==> src/rtl/spi_mem_ctrl.sv <==
// SPI initiator for the spi_mem slave: serialises op/addr/wdata on miso, collects read data from mosi.
// Optional watchdog on the slave handshakes when SPI_CTRL_TIMEOUT_EN is defined.
module spi_mem_ctrl #(
  parameter int ADDR_W      = 8,
  parameter int DATA_W      = 8,
  parameter int TIMEOUT_CYC = 64
) (
  input  logic              clk,
  input  logic              rst,
  input  logic              start,
  input  logic              wr,
  input  logic [ADDR_W-1:0] addr,
  input  logic [DATA_W-1:0] din,
  output logic              cs,
  output logic              miso,
  input  logic              mosi,
  input  logic              ready,
  input  logic              op_done,
  output logic              busy,
  output logic [DATA_W-1:0] dout,
  output logic              done,
  output logic              err
);

  localparam int CNT_W  = $clog2(ADDR_W + DATA_W + 1);
  localparam int FIDX_W = $clog2(ADDR_W + DATA_W);
  localparam int AIDX_W = $clog2(ADDR_W);
  localparam int DIDX_W = $clog2(DATA_W);
  localparam logic [CNT_W-1:0] CMD_LAST  = CNT_W'(1);
  localparam logic [CNT_W-1:0] WR_LAST   = CNT_W'(ADDR_W + DATA_W - 1);
  localparam logic [CNT_W-1:0] ADDR_LAST = CNT_W'(ADDR_W - 1);
  localparam logic [CNT_W-1:0] RX_LAST   = CNT_W'(DATA_W - 1);

  typedef enum logic [3:0] {
    S_IDLE, S_CMD, S_TX_WR, S_TX_ADDR, S_WAIT_RDY, S_RX, S_WAIT_DONE, S_FIN, S_ABORT
  } state_t;

  state_t                     state, state_nx;
  logic [CNT_W-1:0]           cnt;
  logic                       wr_q;
  logic [ADDR_W-1:0]          addr_q;
  logic [DATA_W-1:0]          din_q;
  logic [DATA_W-1:0]          rx_shift;
  logic [ADDR_W+DATA_W-1:0]   wr_frame;

  // Write frame goes out address first, then data, both LSB first.
  assign wr_frame = {din_q, addr_q};

`ifdef SPI_CTRL_TIMEOUT_EN
  localparam int WD_W = $clog2(TIMEOUT_CYC + 1);
  localparam logic [WD_W-1:0] WD_LAST = WD_W'(TIMEOUT_CYC - 1);
  logic [WD_W-1:0] wd;
  logic            waiting;

  assign waiting = (state == S_WAIT_RDY) || (state == S_WAIT_DONE);

  // Leaving a wait state clears the count, so each entry starts from zero.
  always_ff @(posedge clk) begin
    if (rst || !waiting || state_nx != state) wd <= '0;
    else                                      wd <= wd + 1'b1;
  end
`endif

  // NOTE: sequential state uses non-blocking assignments so every flop samples pre-edge values.
  always_ff @(posedge clk) begin
    if (rst) state <= S_IDLE;
    else     state <= state_nx;
  end

  always_comb begin
    // NOTE: assigning a default before the case keeps this block free of inferred latches.
    state_nx = state;
    case (state)
      S_IDLE:      if (start) state_nx = S_CMD;
      S_CMD:       if (cnt == CMD_LAST) state_nx = wr_q ? S_TX_WR : S_TX_ADDR;
      S_TX_WR:     if (cnt == WR_LAST) state_nx = op_done ? S_FIN : S_WAIT_DONE;
      S_TX_ADDR:   if (cnt == ADDR_LAST) state_nx = S_WAIT_RDY;
      S_WAIT_RDY:  if (ready) state_nx = S_RX;
      S_RX:        if (ready && cnt == RX_LAST) state_nx = op_done ? S_FIN : S_WAIT_DONE;
      S_WAIT_DONE: if (op_done) state_nx = S_FIN;
      default:     state_nx = S_IDLE;
    endcase
`ifdef SPI_CTRL_TIMEOUT_EN
    if (waiting && state_nx == state && wd == WD_LAST) state_nx = S_ABORT;
`endif
  end

  always_ff @(posedge clk) begin
    if (rst) begin
      cnt      <= '0;
      wr_q     <= 1'b0;
      addr_q   <= '0;
      din_q    <= '0;
      rx_shift <= '0;
      dout     <= '0;
    end else begin
      case (state)
        S_IDLE: begin
          cnt <= '0;
          if (start) begin
            wr_q   <= wr;
            addr_q <= addr;
            din_q  <= din;
          end
        end
        S_CMD, S_TX_WR, S_TX_ADDR: cnt <= (state_nx == state) ? cnt + 1'b1 : '0;
        // The first ready cycle may land in WAIT_RDY; it already carries bit 0.
        S_WAIT_RDY, S_RX: begin
          if (ready) begin
            rx_shift[cnt[DIDX_W-1:0]] <= mosi;
            cnt                       <= cnt + 1'b1;
          end
        end
        S_FIN: begin
          cnt <= '0;
          if (!wr_q) dout <= rx_shift;
        end
        default: cnt <= '0;
      endcase
    end
  end

  always_comb begin
    cs   = 1'b1;
    miso = 1'b0;
    busy = (state != S_IDLE);
    done = 1'b0;
    err  = 1'b0;
    case (state)
      S_CMD: begin
        cs   = 1'b0;
        miso = wr_q;
      end
      S_TX_WR: begin
        cs   = 1'b0;
        miso = wr_frame[cnt[FIDX_W-1:0]];
      end
      S_TX_ADDR: begin
        cs   = 1'b0;
        miso = addr_q[cnt[AIDX_W-1:0]];
      end
      S_WAIT_RDY, S_RX, S_WAIT_DONE: cs = 1'b0;
      S_FIN: done = 1'b1;
`ifdef SPI_CTRL_TIMEOUT_EN
      S_ABORT: err = 1'b1;
`endif
      default: ;
    endcase
  end

endmodule

==> config.mk <==
export PLATFORM = sky130hd
export DESIGN_NAME = spi_mem_ctrl
export DESIGN_NICKNAME = d
export VERILOG_FILES = /design/src/rtl/spi_mem_ctrl.sv
export SDC_FILE = /design/constraint.sdc
export NUM_CORES = 1
export LEC_CHECK = 0
export ABC_AREA = 0
export CORE_ASPECT_RATIO = 0.75
export CORE_MARGIN = 1.5
export CORE_UTILIZATION = 60
export DETAILED_ROUTE_END_ITERATION = 6
export DONT_BUFFER_PORTS = 1
export HOLD_SLACK_MARGIN = 0.08
export PLACE_DENSITY = 0.76
export SYNTH_ARGS = -nofsm -noshare
export SYNTH_HDL_FRONTEND = slang
export SYNTH_SLANG_ARGS = --single-unit
==> constraint.sdc <==
create_clock -name clk -period 3.6 [get_ports clk]
set_clock_uncertainty 0.1 [all_clocks]
set_input_delay 0 -clock clk [delete_from_list [all_inputs] [get_ports clk]]
set_output_delay 0 -clock clk [all_outputs]
set_load 0.02 [all_outputs]
Word-level counts from Yosys, hierarchy flattened
Index checks and enable logic that the tools add are counted.
{ "classes": {"order_cmp": 3, "n_addsub": 1, "n_bitwise": 1, "mux": 23, "n_reduce_logical": 10, "n_eq_ne": 12} }
{ "ops": {"columns": ["operator", "count"], "rows": [
  ["$mux W4", 7],
  ["$pmux W4 S7", 1],
  ["$eq A4 B3 Y1 const B", 4],
  ["$mux W5", 2],
  ["$pmux W5 S2", 1],
  ["$bwmux W8", 1],
  ["$eq A4 B2 Y1 const B", 2],
  ["$mux W1", 7],
  ["$reduce_and A2 Y1", 3],
  ["$reduce_or A6 Y1", 1],
  ["$add A5 B1 Y5 const B", 1],
  ["$eq A5 B1 Y1 const B", 1],
  ["$eq A5 B3 Y1 const B", 1],
  ["$eq A5 B4 Y1 const B", 1],
  ["$lt A4 B5 Y1 const B", 1],
  ["$bmux W1 S4", 1],
  ["$eq A4 B1 Y1 const B", 1],
  ["$eq A4 B4 Y1", 1],
  ["$logic_not A4 Y1", 1],
  ["$lt A3 B4 Y1 const B", 1],
  ["$reduce_bool A4 Y1", 1],
  ["$bmux W1 S3", 1],
  ["$demux W1 S3", 1],
  ["$ge A3 B1 Y1 const B", 1],
  ["other kinds (6)", 7]
]} }
{ "totals": {"output_inout_bits": 13, "reg_bits": 42} }

Logic depth before layout (Yosys ltp)
{ "logic_depth": {"depth_word": 7, "ltp_mapped": 8, "mapped_depth_nobuf": 7} }

Worst setup path before layout
No wires, ideal clock.
{ "synth_path": {"path_type": "register to register", "start": "register cnt[2]", "end": "register cnt[1]", "required_ps": 3430, "period_less_slack_ps": 2268, "slack_ps": 1332, "arrival_ps": 2098, "setup_ps": 70, "stages_incl_launch_ff": 9, "path_cell_list": "dfxtp_1 buf_2 buf_1 and3_1 ha_1 or4b_4 a31o_1 or3_1 a21oi_1"} }
{ "synth_via": {"elab_chain_len": 7, "elab_cells_between_ends": 12, "classes_between": "eq/ne: 4; mux: 7; reduce/logical: 1"} }
{ "synth_lines": {"columns": ["element", "line_no", "source"], "rows": [
  ["start, declared", "39", "logic [CNT_W-1:0] cnt;"],
  ["start signal, assigned", "106", "S_CMD, S_TX_WR, S_TX_ADDR: cnt <= (state_nx == state) ? cnt + 1'b1 : '0;"],
  ["start signal, assigned", "111", "cnt <= cnt + 1'b1;"],
  ["$eq A5 B3 Y1", "77, 79", null],
  ["$logic_and A1 B1 Y1", "79", "S_RX: if (ready && cnt == RX_LAST) state_nx = op_done ? S_FIN : S_WAIT_DONE;"],
  ["$mux W4", "79", null],
  ["$pmux W4 S7 *", "73", "case (state)"],
  ["$eq A4 B4 Y1 *", "106", null],
  ["$mux W5 *", "106", null],
  ["$pmux W5 S2 *", "97", "case (state)"]
]} }
Mark *: on every way between the ends. The rest lies on a longest branch, timed or not.
A chain may end at the register's enable or synchronous reset.

Worst setup path after layout
{ "layout_path": {"start": "register cnt[1]", "end": "register rx_shift[2]"} }
{ "layout_via": {"elab_chain_len": 5, "elab_cells_between_ends": 6, "classes_between": "order compare: 2; mux: 3; reduce/logical: 1"} }
{ "layout_lines": {"columns": ["element", "line_no", "source"], "rows": [
  ["$lt A3 B4 Y1 (not written as such) or $ge A3 B1 Y1 (tied branches)", "110", "rx_shift[cnt[DIDX_W-1:0]] <= mosi;"],
  ["$logic_and A1 B1 Y1 (not written as such)", "110", null],
  ["$mux W1 (not written as such)", "110", null],
  ["$demux W1 S3 *", "110", null],
  ["$bwmux W8 *", "110", null],
  ["end signal, assigned by index", "110", null],
  ["end, declared", "43", "logic [DATA_W-1:0] rx_shift;"]
]} }
Marks and branches as above.

==> key figures <==
Status
  • Status: finished, final reports clean

GRT
  • Largest net degree at the start of global routing: 40
  • Grt total ovfl: 0
  • Initial antenna violation count: 0
  • First-pass GRT wire length: approximately 7500 um
  • Vias in the first global route: approximately 1700
  • GRT Total Usage: 0.258

Placement
  • Detailed Place HPWL: approximately 2700 um
  • GPL Wtd Cong: between 0.8 and 0.9
  • Dpl ws: about 1100 ps
  • # port buffers: 0

Clocking
  • Skew-Pair Late Insertion Delay: 290 ps
  • CTS root buf: clkbuf_8
  • Max Root-Sink Buffers: 2
  • Sink Count: between 40 and 50
  • CTS HTree Levels: 2
  • CTS resizes: 0
  • CTS buffer count: 5
  • # Post-CTS Setup Buffers: 0
  • CTS clock-pin slew for the worst setup and hold paths: ~80 ps
  • CTS tree: yes

Logic synthesis
  • Main synth FF type: dfxtp_1
  • Fraction of registers with async set/reset: 0
  • Synth Instances: 254
  • Post-Synthesis Cell Area: between 0.002 and 0.0025 mm^2
  • Netlist cell types: 43
  • Register area share after synthesis: 0.409
  • Avg Cell Area, Syn: between 8 and 9 um^2
  • Yosys Warn Count: 0
  • Post-synth EDFFs: 0
  • Seq cells post-synth: 42

Die
  • Die Wd: around 70 um
  • Die ar.: about 0.0038 mm^2
  • Die height: 53.7 um
  • Initial Utilization: 0.626
  • Placeable Area: around 0.0033 mm^2
  • I/O pin cnt: 36
  • Row cnt: 18

Timing
  • Worst slew margin: 0.437
  • RSZ-0062 raised after global routing: false
  • Final Hold Vio Count: 0
  • Setup TNS Final: 0 ps
  • Max Slew Vio Count: 0
  • Final Worst Setup Slack: 567 ps
  • Endpoints failing setup: 0
  • Final worst-path cycle share: 0.843
  • Measured slew at the worst slew-check pin: 833 ps
  • Post-route minimum period: around 3000 ps
  • Final Hold Slack: a little over 80 ps
  • Fmax: 0.330 GHz

Critical path
  • Arrival time at the worst endpoint: roughly 3200 ps
  • Worst setup SP type: register
  • Cell family with most CP delay: buffers and inverters
  • CP Buf/Inv Count: 3
  • Crit path required time: 3740 ps
  • Crit-path slowest cell: nor4b_1
  • Setup CP Type: reg -> reg
  • Reg2reg setup slack: around 570 ps
  • Crit Path Max Fanout: 11
  • Crit end category: register
  • Max incr delay on CP: approximately 770 ps
  • CP Cell Sequence: inv_1 > nor4b_1 > nand3_1 > dlygate4sd3_1 > a21oi_1 > dlygate4sd3_1
  • Most frequent cell on the critical path: dlygate4sd3_1

Power and ir drop
  • Comb power frac: 0.096
  • PD cells: approximately 350 mW/mm^2
  • Switching Fraction: 0.247
  • Psw: 214 uW
  • Internal: between 600 and 700 uW
  • Overall Power: approximately 870 uW
  • Worst VDD drop: about 0.36 mV
  • Leak: around 0.00090 uW
  • Sequential Power Share: 0.561
  • Clk pwr share: 0.344

Routing
  • Total wire length: between 4000 and 5000 um
  • DRC: 0
  • DR WL/cell: 14.6 um
  • Vias per inst: about 5.7
  • Initial DRC Count: around 190
  • Via count: between 1500 and 2000
  • DR pass1 iterations: 5
  • DRT antenna net count: 0

Final layout
  • Proportion of layout cells with a drive suffix above 1: 0.0493
  • Nets@finish: 309
  • Ant diodes: 0
  • Syn-to-layout area delta: 21.8%

Run
  • Max Cap Viol: 0

Min path
  • Tightest Hold Check Type: in -> reg
-- cell families after synthesis --
group / share of synthesized area
AND/OR/NAND/NOR: 0.281
AO/OA/AOI/OAI: 0.138
flip-flops: 0.409
buffers and inverters: 0.0474
multiplexers: 0.0924
adder cells (fa/ha/maj): 0.0182
XOR/XNOR: 0.0128
other: 0.00182
-- path summary, 6_finish.rpt --
check	start	endpoint	depth (start not counted)
worst min register to register	addr_q[3]	addr_q[3]	2
worst max-delay path	cnt[1]	rx_shift[2]	6
worst min-delay path	ready	state[1]	5
worst max register to register	cnt[1]	rx_shift[2]	6
-- final cells by class --
type	instances	area, um^2
fillers	242	782
clock inverters	2	13.8
repair buffers	38	390
flip-flops and latches	42	841
inverters	4	15.0
multi-input cells	192	1120
clock buffers	6	72.6
well taps	40	50.0
-- worst reg2reg max path, stage by stage (launching register included) --
cell and delay [ps]:
dfxtp_1 550, inv_1 160, nor4b_1 770, nand3_1 130, dlygate4sd3_1 590, a21oi_1 130, dlygate4sd3_1 550
-- power by group through the flow --
stage / Sequential [uW] / Clock, uW / Combinational, uW
after floorplan: 491 / 0 / 47.6
after global placement: 498 / 0 / 40.3
after detailed placement: 498 / 0 / 41.0
after CTS: 487 / 300 / 79.6
after global routing: 489 / 320 / 91.2
final: 487 / 299 / 83.1
-- through the flow --
step / instance area, um^2 / utilization / cells
final: 2510 / 0.762 / 324
after global placement: 2030 / 0.617 / 278
after global routing: 2510 / 0.762 / 324
after CTS: 2510 / 0.762 / 324
after floorplan: 2060 / - / 255
after detailed placement: 2030 / 0.617 / 278
-- sequential cells by signal, summed over array words and instances, names as in the netlist --
name / flops
addr_q: 8
cnt: 5
din_q: 8
dout: 8
rx_shift: 8
state: 4
wr_q: 1
-- cell usage after synthesis (2+ instances only) --
cell type	n	area [um^2]
nand2_1	54	203
dfxtp_1	42	841
a21oi_1	29	145
nor2_1	27	101
mux2i_1	19	190
clkbuf_1	8	30.0
nor3_1	7	35.0
buf_2	6	30.0
o21ai_0	6	30.0
nand3_1	5	25.0
inv_1	4	15.0
or3_1	4	25.0
and3_1	3	18.8
ha_1	3	37.5
nor4b_1	3	26.3
xor2_1	3	26.3
nand2b_1	2	12.5
nand3b_1	2	15.0
nor3b_2	2	25.0
or4b_4	2	27.5
-- layer usage --
| layer | vias to the layer above | global-route usage | part of all wire |
|---|---|---|---|
| met2 | 50 | 0.450 | 0.47 |
| met4 | 0 | 0.0692 | 0.0061 |
| met3 | 5 | 0.0599 | 0.054 |
| li1 | 934 | - | - |
| met5 | - | 0 | 0 |
| met1 | 843 | 0.330 | 0.47 |
-- repair_timing --
action,CTS,global route
setup endpoints to repair,0,0
endpoints found under the hold margin,41,0
hold buffers,38,0
-- cell usage in the layout, fill, tap and decap left out, types with 2 or more instances in the layout --
master	synthesis	layout
or4b_4	2	2
nand2b_1	2	2
nor4b_1	3	3
dfxtp_1	42	42
ha_1	3	3
nor3_1	7	7
inv_1	4	4
xor2_1	3	3
conb_1	1	2
dlygate4sd3_1	0	37
and3_1	3	3
mux2i_1	19	19
nor3b_2	2	2
nor2_1	27	27
o21ai_0	6	6
nand3b_1	2	2
nand2_1	54	54
nand3_1	5	5
or3_1	4	4
a21oi_1	29	29
clkbuf_8	0	5
Note: power is estimated with default switching activity, not from simulation.
